===== src/rtl/muldiv_pkg.sv =====
// muldiv_pkg: shared definitions for the iterative multiply/divide sequencer.
//   - op encodings (MULT, MULTU, DIV, DIVU)
//   - sequencer state encoding
//   - counter-width helper and default operand width
package muldiv_pkg;

  localparam int unsigned DEF_WIDTH = 32;

  localparam logic [1:0] OP_MULT  = 2'b00;
  localparam logic [1:0] OP_MULTU = 2'b01;
  localparam logic [1:0] OP_DIV   = 2'b10;
  localparam logic [1:0] OP_DIVU  = 2'b11;

  typedef enum logic [1:0] {
    S_IDLE  = 2'b00,
    S_CALC  = 2'b01,
    S_FIXUP = 2'b10,
    S_DONE  = 2'b11
  } state_t;

  // Iteration counter width for the default operand width.
  localparam int unsigned CNT_W = $clog2(DEF_WIDTH);

  // Counter width for an arbitrary operand width (never below one bit).
  function automatic int unsigned cnt_width(input int unsigned w);
    return (w > 1) ? $clog2(w) : 1;
  endfunction

  // op[1] selects divide, op[0] selects unsigned.
  function automatic logic op_is_div(input logic [1:0] op);
    return op[1];
  endfunction

  function automatic logic op_is_signed(input logic [1:0] op);
    return ~op[0];
  endfunction

endpackage


===== src/rtl/muldiv_step.sv =====
// muldiv_step: one radix-2 iteration of the multiply/divide datapath (purely combinational).
// Ports:
//   i_is_div   - 1: restoring-divide step, 0: shift-add multiply step
//   i_acc      - 2*WIDTH accumulator. Multiply: {partial product, multiplier}.
//                Divide: {partial remainder, remaining dividend bits}.
//   i_operand  - multiplicand (multiply) or divisor (divide), unsigned magnitude
//   o_acc_next - accumulator after this step (divide: LSB left 0 for the quotient bit)
//   o_q_bit    - quotient bit produced by a divide step (0 in multiply mode)
module muldiv_step
  import muldiv_pkg::*;
#(
  parameter int unsigned WIDTH = DEF_WIDTH
) (
  input  logic                 i_is_div,
  input  logic [2*WIDTH-1:0]   i_acc,
  input  logic [WIDTH-1:0]     i_operand,
  output logic [2*WIDTH-1:0]   o_acc_next,
  output logic                 o_q_bit
);

  logic [WIDTH:0] w_sum;
  logic [WIDTH:0] w_rem_sh;
  logic [WIDTH:0] w_diff;

  always_comb begin
    // Multiply: add multiplicand into the upper half when the current multiplier bit is set;
    // the carry lands in the top bit and the whole accumulator shifts right.
    w_sum    = {1'b0, i_acc[2*WIDTH-1:WIDTH]} + (i_acc[0] ? {1'b0, i_operand} : '0);
    // Divide: remainder shifted left with the next dividend bit; no borrow means it fits.
    w_rem_sh = i_acc[2*WIDTH-1:WIDTH-1];
    w_diff   = w_rem_sh - {1'b0, i_operand};

    o_q_bit    = 1'b0;
    o_acc_next = {w_sum, i_acc[WIDTH-1:1]};
    if (i_is_div) begin
      o_q_bit    = ~w_diff[WIDTH];
      o_acc_next = {(o_q_bit ? w_diff[WIDTH-1:0] : w_rem_sh[WIDTH-1:0]),
                    i_acc[WIDTH-2:0], 1'b0};
    end
  end

endmodule


===== src/rtl/muldiv_sequencer.sv =====
// muldiv_sequencer: iterative MULT/MULTU/DIV/DIVU unit owning the HI/LO registers.
// Ports:
//   i_clk, i_reset        - rising-edge clock, synchronous active-high reset
//   i_start, i_op         - one-cycle request and operation (accepted only in IDLE)
//   i_rs_val, i_rt_val    - multiplicand/dividend and multiplier/divisor
//   i_mthi, i_mtlo        - write i_wdata to HI/LO (IDLE only, lower priority than start)
//   o_hi, o_lo            - committed HI/LO values
//   o_busy                - operation in flight (CALC/FIXUP)
//   o_done                - one-cycle pulse after HI/LO update (or div-by-zero)
//   o_div_by_zero         - pulses with o_done when a divide had a zero divisor
module muldiv_sequencer
  import muldiv_pkg::*;
#(
  parameter int unsigned WIDTH = DEF_WIDTH
) (
  input  logic             i_clk,
  input  logic             i_reset,
  input  logic             i_start,
  input  logic [1:0]       i_op,
  input  logic [WIDTH-1:0] i_rs_val,
  input  logic [WIDTH-1:0] i_rt_val,
  input  logic             i_mthi,
  input  logic             i_mtlo,
  input  logic [WIDTH-1:0] i_wdata,
  output logic [WIDTH-1:0] o_hi,
  output logic [WIDTH-1:0] o_lo,
  output logic             o_busy,
  output logic             o_done,
  output logic             o_div_by_zero
);

  localparam int unsigned CntW = cnt_width(WIDTH);
  localparam logic [CntW-1:0] CntLast = CntW'(WIDTH - 1);

  state_t r_state;
  state_t w_state_next;

  logic                 r_is_div;
  logic                 r_neg_q;   // product / quotient sign
  logic                 r_neg_r;   // remainder sign (dividend sign)
  logic                 r_dbz;
  logic [2*WIDTH-1:0]   r_acc;
  logic [WIDTH-1:0]     r_operand;
  logic [CntW-1:0]      r_cnt;
  logic [WIDTH-1:0]     r_hi;
  logic [WIDTH-1:0]     r_lo;

  logic                 w_is_div;
  logic                 w_a_neg;
  logic                 w_b_neg;
  logic [WIDTH-1:0]     w_mag_a;
  logic [WIDTH-1:0]     w_mag_b;
  logic                 w_div_zero;
  logic [2*WIDTH-1:0]   w_acc_next;
  logic                 w_q_bit;
  logic [2*WIDTH-1:0]   w_prod;
  logic [WIDTH-1:0]     w_quo;
  logic [WIDTH-1:0]     w_rem;

  // Operand conditioning at accept time: signed ops work on magnitudes.
  always_comb begin
    w_is_div   = op_is_div(i_op);
    w_a_neg    = op_is_signed(i_op) & i_rs_val[WIDTH-1];
    w_b_neg    = op_is_signed(i_op) & i_rt_val[WIDTH-1];
    w_mag_a    = w_a_neg ? -i_rs_val : i_rs_val;
    w_mag_b    = w_b_neg ? -i_rt_val : i_rt_val;
    w_div_zero = w_is_div & (i_rt_val == '0);
  end

  muldiv_step #(
    .WIDTH (WIDTH)
  ) u_step (
    .i_is_div   (r_is_div),
    .i_acc      (r_acc),
    .i_operand  (r_operand),
    .o_acc_next (w_acc_next),
    .o_q_bit    (w_q_bit)
  );

  // Sign fix-up of the final magnitudes.
  always_comb begin
    w_prod = r_neg_q ? -r_acc : r_acc;
    w_quo  = r_neg_q ? -r_acc[WIDTH-1:0] : r_acc[WIDTH-1:0];
    w_rem  = r_neg_r ? -r_acc[2*WIDTH-1:WIDTH] : r_acc[2*WIDTH-1:WIDTH];
  end

  // Next-state and outputs.
  always_comb begin
    w_state_next  = r_state;
    o_busy        = 1'b0;
    o_done        = 1'b0;
    o_div_by_zero = 1'b0;
    unique case (r_state)
      S_IDLE: begin
        if (i_start) w_state_next = w_div_zero ? S_DONE : S_CALC;
      end
      S_CALC: begin
        o_busy = 1'b1;
        if (r_cnt == CntLast) w_state_next = S_FIXUP;
      end
      S_FIXUP: begin
        o_busy       = 1'b1;
        w_state_next = S_DONE;
      end
      S_DONE: begin
        o_done        = 1'b1;
        o_div_by_zero = r_dbz;
        w_state_next  = S_IDLE;
      end
    endcase
  end

  always_ff @(posedge i_clk) begin
    if (i_reset) r_state <= S_IDLE;
    else         r_state <= w_state_next;
  end

  always_ff @(posedge i_clk) begin
    if (i_reset) begin
      r_is_div  <= 1'b0;
      r_neg_q   <= 1'b0;
      r_neg_r   <= 1'b0;
      r_dbz     <= 1'b0;
      r_acc     <= '0;
      r_operand <= '0;
      r_cnt     <= '0;
      r_hi      <= '0;
      r_lo      <= '0;
    end else begin
      unique case (r_state)
        S_IDLE: begin
          if (i_start) begin
            // Start wins over a same-cycle MTHI/MTLO.
            r_is_div  <= w_is_div;
            r_neg_q   <= w_a_neg ^ w_b_neg;
            r_neg_r   <= w_a_neg;
            r_dbz     <= w_div_zero;
            r_cnt     <= '0;
            r_acc     <= {{WIDTH{1'b0}}, (w_is_div ? w_mag_a : w_mag_b)};
            r_operand <= w_is_div ? w_mag_b : w_mag_a;
          end else begin
            if (i_mthi) r_hi <= i_wdata;
            if (i_mtlo) r_lo <= i_wdata;
          end
        end
        S_CALC: begin
          // Quotient bit enters the LSB vacated by the divide shift.
          r_acc <= w_acc_next | {{(2*WIDTH-1){1'b0}}, w_q_bit};
          r_cnt <= r_cnt + CntW'(1);
        end
        S_FIXUP: begin
          if (r_is_div) begin
            r_lo <= w_quo;
            r_hi <= w_rem;
          end else begin
            r_hi <= w_prod[2*WIDTH-1:WIDTH];
            r_lo <= w_prod[WIDTH-1:0];
          end
        end
        S_DONE: begin
        end
      endcase
    end
  end

  assign o_hi = r_hi;
  assign o_lo = r_lo;

endmodule


===== config.mk =====
export PLATFORM = sky130hd
export DESIGN_NAME = muldiv_sequencer
export DESIGN_NICKNAME = d
export VERILOG_FILES = /design/src/rtl/muldiv_pkg.sv /design/src/rtl/muldiv_step.sv /design/src/rtl/muldiv_sequencer.sv
export SDC_FILE = /design/constraint.sdc
export NUM_CORES = 1
export LEC_CHECK = 0
export BUFFER_PORTS_ARGS = -buffer_cell sky130_fd_sc_hd__buf_2
export CORE_UTILIZATION = 35
export DETAILED_ROUTE_END_ITERATION = 6
export SYNTH_ARGS = -nofsm -noshare
export SYNTH_HDL_FRONTEND = slang
export SYNTH_HIERARCHICAL = 1
export SYNTH_SLANG_ARGS = --single-unit

===== constraint.sdc =====
create_clock -name i_clk -period 7.54 [get_ports i_clk]
set_input_delay 0.377 -clock i_clk [delete_from_list [all_inputs] [get_ports i_clk]]
set_output_delay 0.377 -clock i_clk [all_outputs]
set_load 0.005 [all_outputs]

Word level (Yosys, flattened, before mapping)
Cells that the tools add are included.
W data, S select, Z words.
{"block": "op_classes", "add_sub_neg": 8, "n_eq_ne": 9, "muxes": 30, "bitwise": 7, "n_reduce_logical": 10}
{"op": "$mux W32", "count": 14}
{"op": "$mux W64", "count": 3}
{"op": "$neg A32 Y32", "count": 4}
{"op": "$pmux W32 S2", "count": 2}
{"op": "$pmux W64 S2", "count": 1}
{"op": "$neg A64 Y64", "count": 1}
{"op": "$or A64 B1 Y64", "count": 1}
{"op": "$add A32 B33 Y33", "count": 1}
{"op": "$sub A33 B32 Y33", "count": 1}
{"op": "$logic_not A32 Y1", "count": 1}
{"op": "$ne A2 B2 Y1 const B", "count": 5}
{"op": "$pmux W5 S2", "count": 1}
{"op": "$pmux W2 S4", "count": 1}
{"op": "$mux W2", "count": 3}
{"op": "$reduce_and A2 Y1", "count": 3}
{"op": "$reduce_and A3 Y1", "count": 2}
{"op": "$add A5 B1 Y5 const B", "count": 1}
{"op": "$eq A5 B5 Y1 const B", "count": 1}
{"op": "$mux W5", "count": 1}
{"op": "$eq A2 B2 Y1 const B", "count": 2}
{"op": "$mux W1", "count": 4}
{"op": "$reduce_bool A2 Y1", "count": 2}
{"op": "$and A1 B1 Y1", "count": 3}
{"op": "$eq A2 B1 Y1 const B", "count": 1}
{"op": "4 further kinds", "count": 5}
{"block": "word_totals", "regBits": 171, "inputBits": 103, "out_inout_bits": 67, "word_cells": 74}

Depth between registers and ports, before layout
{"block": "logic_depth", "word_depth": 6, "depth_mapped": 15}

Cells and area by module
The synthesis kept the hierarchy.
{"mod": "muldiv_sequencer", "n_inst": 1, "cells_each": 1448, "area_each_um2": 11111.9}
{"mod": "muldiv_step", "n_inst": 1, "cells_each": 685, "area_each_um2": 4680.7}

Worst setup path after synthesis
No wires, ideal clock.
{"block": "synth_timing", "path_kind": "reg-to-reg", "start": "reg r_acc[0]", "end": "reg r_acc[61]", "arrival_time_ns": 3.471, "required_time_ns": 7.475, "setup_slack_ns": 4.004, "stages_incl_launch_ff": 16, "n_path_buf": 1, "period_less_slack_ns": 3.536, "path_cell_list": "dfxtp_1 > clkbuf_1 > and2_1 > ha_1 > fa_1 > a211oi_1 > o21bai_1 > o41ai_1 > a21oi_1 > o211a_1 > o211ai_1 > nand2_1 > a2111o_1 > o221ai_1 > a22oi_1 > nor2_1"}
{"block": "synth_via", "elab_chain_len": 5}
{"element": "start, declared", "line_no": "muldiv_sequencer.sv:42", "source": "logic [2*WIDTH-1:0] r_acc;"}
{"element": "start signal, assigned", "line_no": "muldiv_sequencer.sv:139", "source": "r_acc <= {{WIDTH{1'b0}}, (w_is_div ? w_mag_a : w_mag_b)};"}
{"element": "start signal, assigned", "line_no": "muldiv_sequencer.sv:148", "source": "r_acc <= w_acc_next | {{(2*WIDTH-1){1'b0}}, w_q_bit};"}
{"element": "$mux W32", "line_no": "muldiv_step.sv:28", "source": "w_sum = {1'b0, i_acc[2*WIDTH-1:WIDTH]} + (i_acc[0] ? {1'b0, i_operand} : '0);"}
{"element": "$add A32 B33 Y33", "line_no": "muldiv_step.sv:28"}
{"element": "$mux W64", "line_no": "muldiv_step.sv:35", "source": "if (i_is_div) begin"}
{"element": "via w_acc_next[61]", "line_no": "muldiv_sequencer.sv:54", "source": "logic [2*WIDTH-1:0] w_acc_next;"}
{"element": "$or A64 B1 Y64", "line_no": "muldiv_sequencer.sv:148"}
{"element": "$pmux W64 S2", "line_no": "muldiv_sequencer.sv:130", "source": "unique case (r_state)"}
The timed path passes the listed nets, and every way through them passes these cells.
A chain may end at the register's enable or synchronous reset.

Final worst setup path
{"block": "layout_timing", "start": "reg r_acc[31]", "end": "reg r_acc[63]"}
{"block": "layout_via", "elab_chain_len": 5}
{"element": "$sub A33 B32 Y33", "line_no": "muldiv_step.sv:31", "source": "w_diff = w_rem_sh - {1'b0, i_operand};"}
{"element": "$mux W32", "line_no": "muldiv_step.sv:37", "source": "o_acc_next = {(o_q_bit ? w_diff[WIDTH-1:0] : w_rem_sh[WIDTH-1:0]),"}
{"element": "$mux W64", "line_no": "muldiv_step.sv:35"}
{"element": "via w_acc_next[63]", "line_no": "muldiv_sequencer.sv:54"}
{"element": "$or A64 B1 Y64", "line_no": "muldiv_sequencer.sv:148"}
{"element": "$pmux W64 S2", "line_no": "muldiv_sequencer.sv:130"}
The timed path passes the listed nets, and every way through them passes these cells.

==> out/metrics.yaml <==
critical_path:
  end_kind: "flop"
  path_max_fanout: 44
  required_ns: 7.86
  arrival_ns: 4.87
  reg2reg_depth: 15
  startpoint_type: "flop"
  critPathKind: "reg -> reg"
  reg2reg_to: "r_acc[63]$_SDFFE_PP0P_"
  r2r-start: "r_acc[31]$_SDFFE_PP0P_"
  r2r_slack_ns: 2.99
synth:
  synth_edf_count: 0
  ys_top_cells_by_area: "dfxtp_1, ha_1, nor2_1"
  yosysUniqueCellTypes: 85
  ys_ff_latch: 171
  yosys_warnings: 6
  postSynthCellCount: 2133
  yosysTopAreaCell: "dfxtp_1"
  synthAdderAreaFrac_pct: 6.12
  synth-simple-area-share_pct: 24.0
  synth_compound_area_share_pct: 29.4
  syn-num-nets: 2312
  synthXorXnorAreaFrac_pct: 8.04
  synth_async_sr_flop_share_pct: 0
  muxShareOfSynthArea_pct: 5.28
  yosysSeqAreaShare_pct: 21.7
  ys.flop_type: "dfxtp_1"
  synth_area_sq_mm: 0.0158
  yosysTopAreaCellShare_pct: 21.7
  synth_top_family_by_area: "compound AO/OA/AOI/OAI gates"
  avgSynthCellArea_sq_um: 7.40
global_routing:
  grt_max_degree: 66
  grt_pass1_vias: 15726
  gr-total-overflow: 0
  grt_pass1_wl_um: 96200
  antenna_found_initial: 2
  track_usage_pct: 26.8
clocking:
  numCtsBuffers: 17
  clock_path_buffers: 2
  cts_setup_buffers: 0
  cts_hold_buf: 0
  root_buffer: "clkbuf_16"
  cts.clk_slew.worst_paths_ns: 0.07
  cts_max_level: 4
  cts_sinks: 171
  clk_latency_ns: 0.46
  cts_resized: 0
  cts_tree: "built"
cells_and_area:
  synthToLayoutAreaGrowth_pct: 12.0
  final_nets: 2380
  drive_gt1_share_pct: 14.4
  diodes: 0
  final_common_cell: "nor2_1"
  final_cell_mix: "nor2_1, a21oi_1, dfxtp_1"
  final_cells: 2806
flow_run:
  drv_cap: 0
timing:
  min_period_ns: 4.55
  period_share_pct: 60.3
  tightest_slew_ns: 1.20
  finalMaxSlewViolations: 0
  finalSetupViolCount: 0
  clock.fmax_mhz: 220
  rsz0062_at_grt: "no"
  finalClockSkew_ns: 0.0129
  setup_tns_ns: 0
  hold_viol_final: 0
  slew_headroom_pct: 19.5
die:
  core_sq_mm: 0.0443
  die_h_um: 214
  rows: 77
  dieArea_sq_mm: 0.0460
  die_w_um: 214
  io_pins: 170
  initial_utilization_pct: 35.6
drt:
  vias_per_cell: 6.23
  drt-initial-drc-count: 2043
  wl_per_cell_um: 22.8
  drc: 0
  drtPass1Iterations: 7
  ant_nets: 0
  drt_wl_total_um: 64100
  vias: 17474
status:
  status: "finished clean"
power_and_ir_drop:
  leakagePower_nw: 7.21
  internal_power_mw: 2.73
  power_density_mw_per_mm2: 308
  pwr-share-comb_pct: 55.5
  clkPwrFrac_pct: 18.1
  vdd_ir_drop_max_mv: 0.193
  switching_share_pct: 49.9
  p_switching_mw: 2.71
  seqPwrFrac_pct: 26.4
worst_hold_path:
  hp-class: "in -> reg"
  min_from: "i_wdata[12]"
  worstHoldEndpoint: "o_hi[12]$_SDFFE_PP0P_"
  hold_depth: 3
placed_design:
  port_buffers: 169
  dp.cells: 2774
  place.gp.congestion: 0.987
  hpwl_um: 49400
==> cell families (layout without fill, tap and decap cells) <==
logic type	Yosys count	count (layout)
simple gates	753	753
compound gates	687	687
buf+inv	223	304
flops	171	171
xor+xnor	145	145
mux	78	78
fa+ha+maj	76	76
==> critical path: stages, from the launching register on <==
cell and delay (ns):
dfxtp_1 0.40, inv_1 0.09, ha_1 0.24, fa_1 0.42
nor2b_1 0.22, o2111ai_1 0.20, a2111oi_0 0.76, or3_1 0.26
a21oi_1 0.12, a311oi_4 0.22, buf_4 0.55, and2_1 0.37
and4_1 0.25, nor4_1 0.06, a22oi_1 0.16, nor2_1 0.05
==> power by group through the flow <==
stage	sequential (mW)	clock, mW	combinational [mW]
global route	1.46	1.03	3.24
global placement	1.43	0	2.92
detailed placement	1.44	0	2.93
finish	1.44	0.985	3.02
floorplan	1.30	0	2.08
CTS	1.42	0.996	2.94
==> cells in the mapped netlist, types with 11 or more instances <==
library cell and n:
or3_1 21, mux2i_1 36, o41ai_1 26, a31o_2 11, and2_1 39, a21oi_1 174, clkbuf_1 121, o21ai_0 108
inv_1 76, dfxtp_1 171, or2_2 14, o31ai_1 24, nand2b_1 20, a22oi_1 38, nor2_1 237, mux2_2 41
a31oi_1 37, buf_1 14, xnor2_1 80, nand3_1 43, or4_1 24, nor4_1 32, nand2_1 148, a2111oi_0 12
ha_1 74, nor2b_1 22, nor3_1 67, a21o_1 39, nand4_1 17, a221oi_1 23, a211oi_1 56, o22ai_1 16
o211ai_1 30, xor2_1 65, and3_1 27
==> per-stage QoR <==
stage	hold slack, ns	power, mW	area, sq um	setup slack (ns)	utilization [%]
finish	0.226	5.44	17700	2.99	39.9
global route	0.248	5.73	17700	2.75	39.9
CTS	0.212	5.37	17700	3.09	39.9
detailed placement	0.449	4.38	17000	3.11	38.5
global placement	0.441	4.35	17000	3.26	38.5
floorplan	0.427	3.38	15800	4.00	-
==> worst max-delay path by stage <==
stage | slack [ns] | depth (start not counted) | to | start
3_5_place_dp | 3.11 | 15 | r_acc[63]$_SDFFE_PP0P_ | r_acc[31]$_SDFFE_PP0P_
6_report | 2.99 | 15 | r_acc[63]$_SDFFE_PP0P_ | r_acc[31]$_SDFFE_PP0P_
2_1_floorplan | 4.00 | 15 | r_acc[61]$_SDFFE_PP0P_ | r_acc[0]$_SDFFE_PP0P_
3_3_place_gp | 3.26 | 15 | r_acc[63]$_SDFFE_PP0P_ | r_acc[31]$_SDFFE_PP0P_
4_1_cts | 3.09 | 15 | r_acc[63]$_SDFFE_PP0P_ | r_acc[31]$_SDFFE_PP0P_
5_1_grt | 2.75 | 15 | r_acc[61]$_SDFFE_PP0P_ | r_acc[0]$_SDFFE_PP0P_
==> flip-flops by register name, summed over array words and instances, names as in the netlist <==
name / cells
r_state: 2
o_lo: 32
r_dbz: 1
r_is_div: 1
r_operand: 32
o_hi: 32
r_neg_q: 1
r_cnt: 5
r_neg_r: 1
r_acc: 64
==> area by class of cell <==
type,instances,area (sq um)
Fill cell,4710,26600
Multi-Input combinational cell,1739,11500
Sequential cell,171,3430
Timing Repair Buffer,195,1040
Tap cell,592,741
Clock buffer,20,457
Inverter,77,289
Clock inverter,12,179
==> layer usage <==
metal  vias to the layer above  track usage [%]  part of all wire [%]
li1                       8077                -                     -
met1                      8348             38.0                    44
met2                       937             40.7                    43
met3                       110             4.17                   9.2
met4                         2             10.1                   3.2
met5                         -                0                 0.022
No activity file was read; power rests on OpenSTA's default activity.
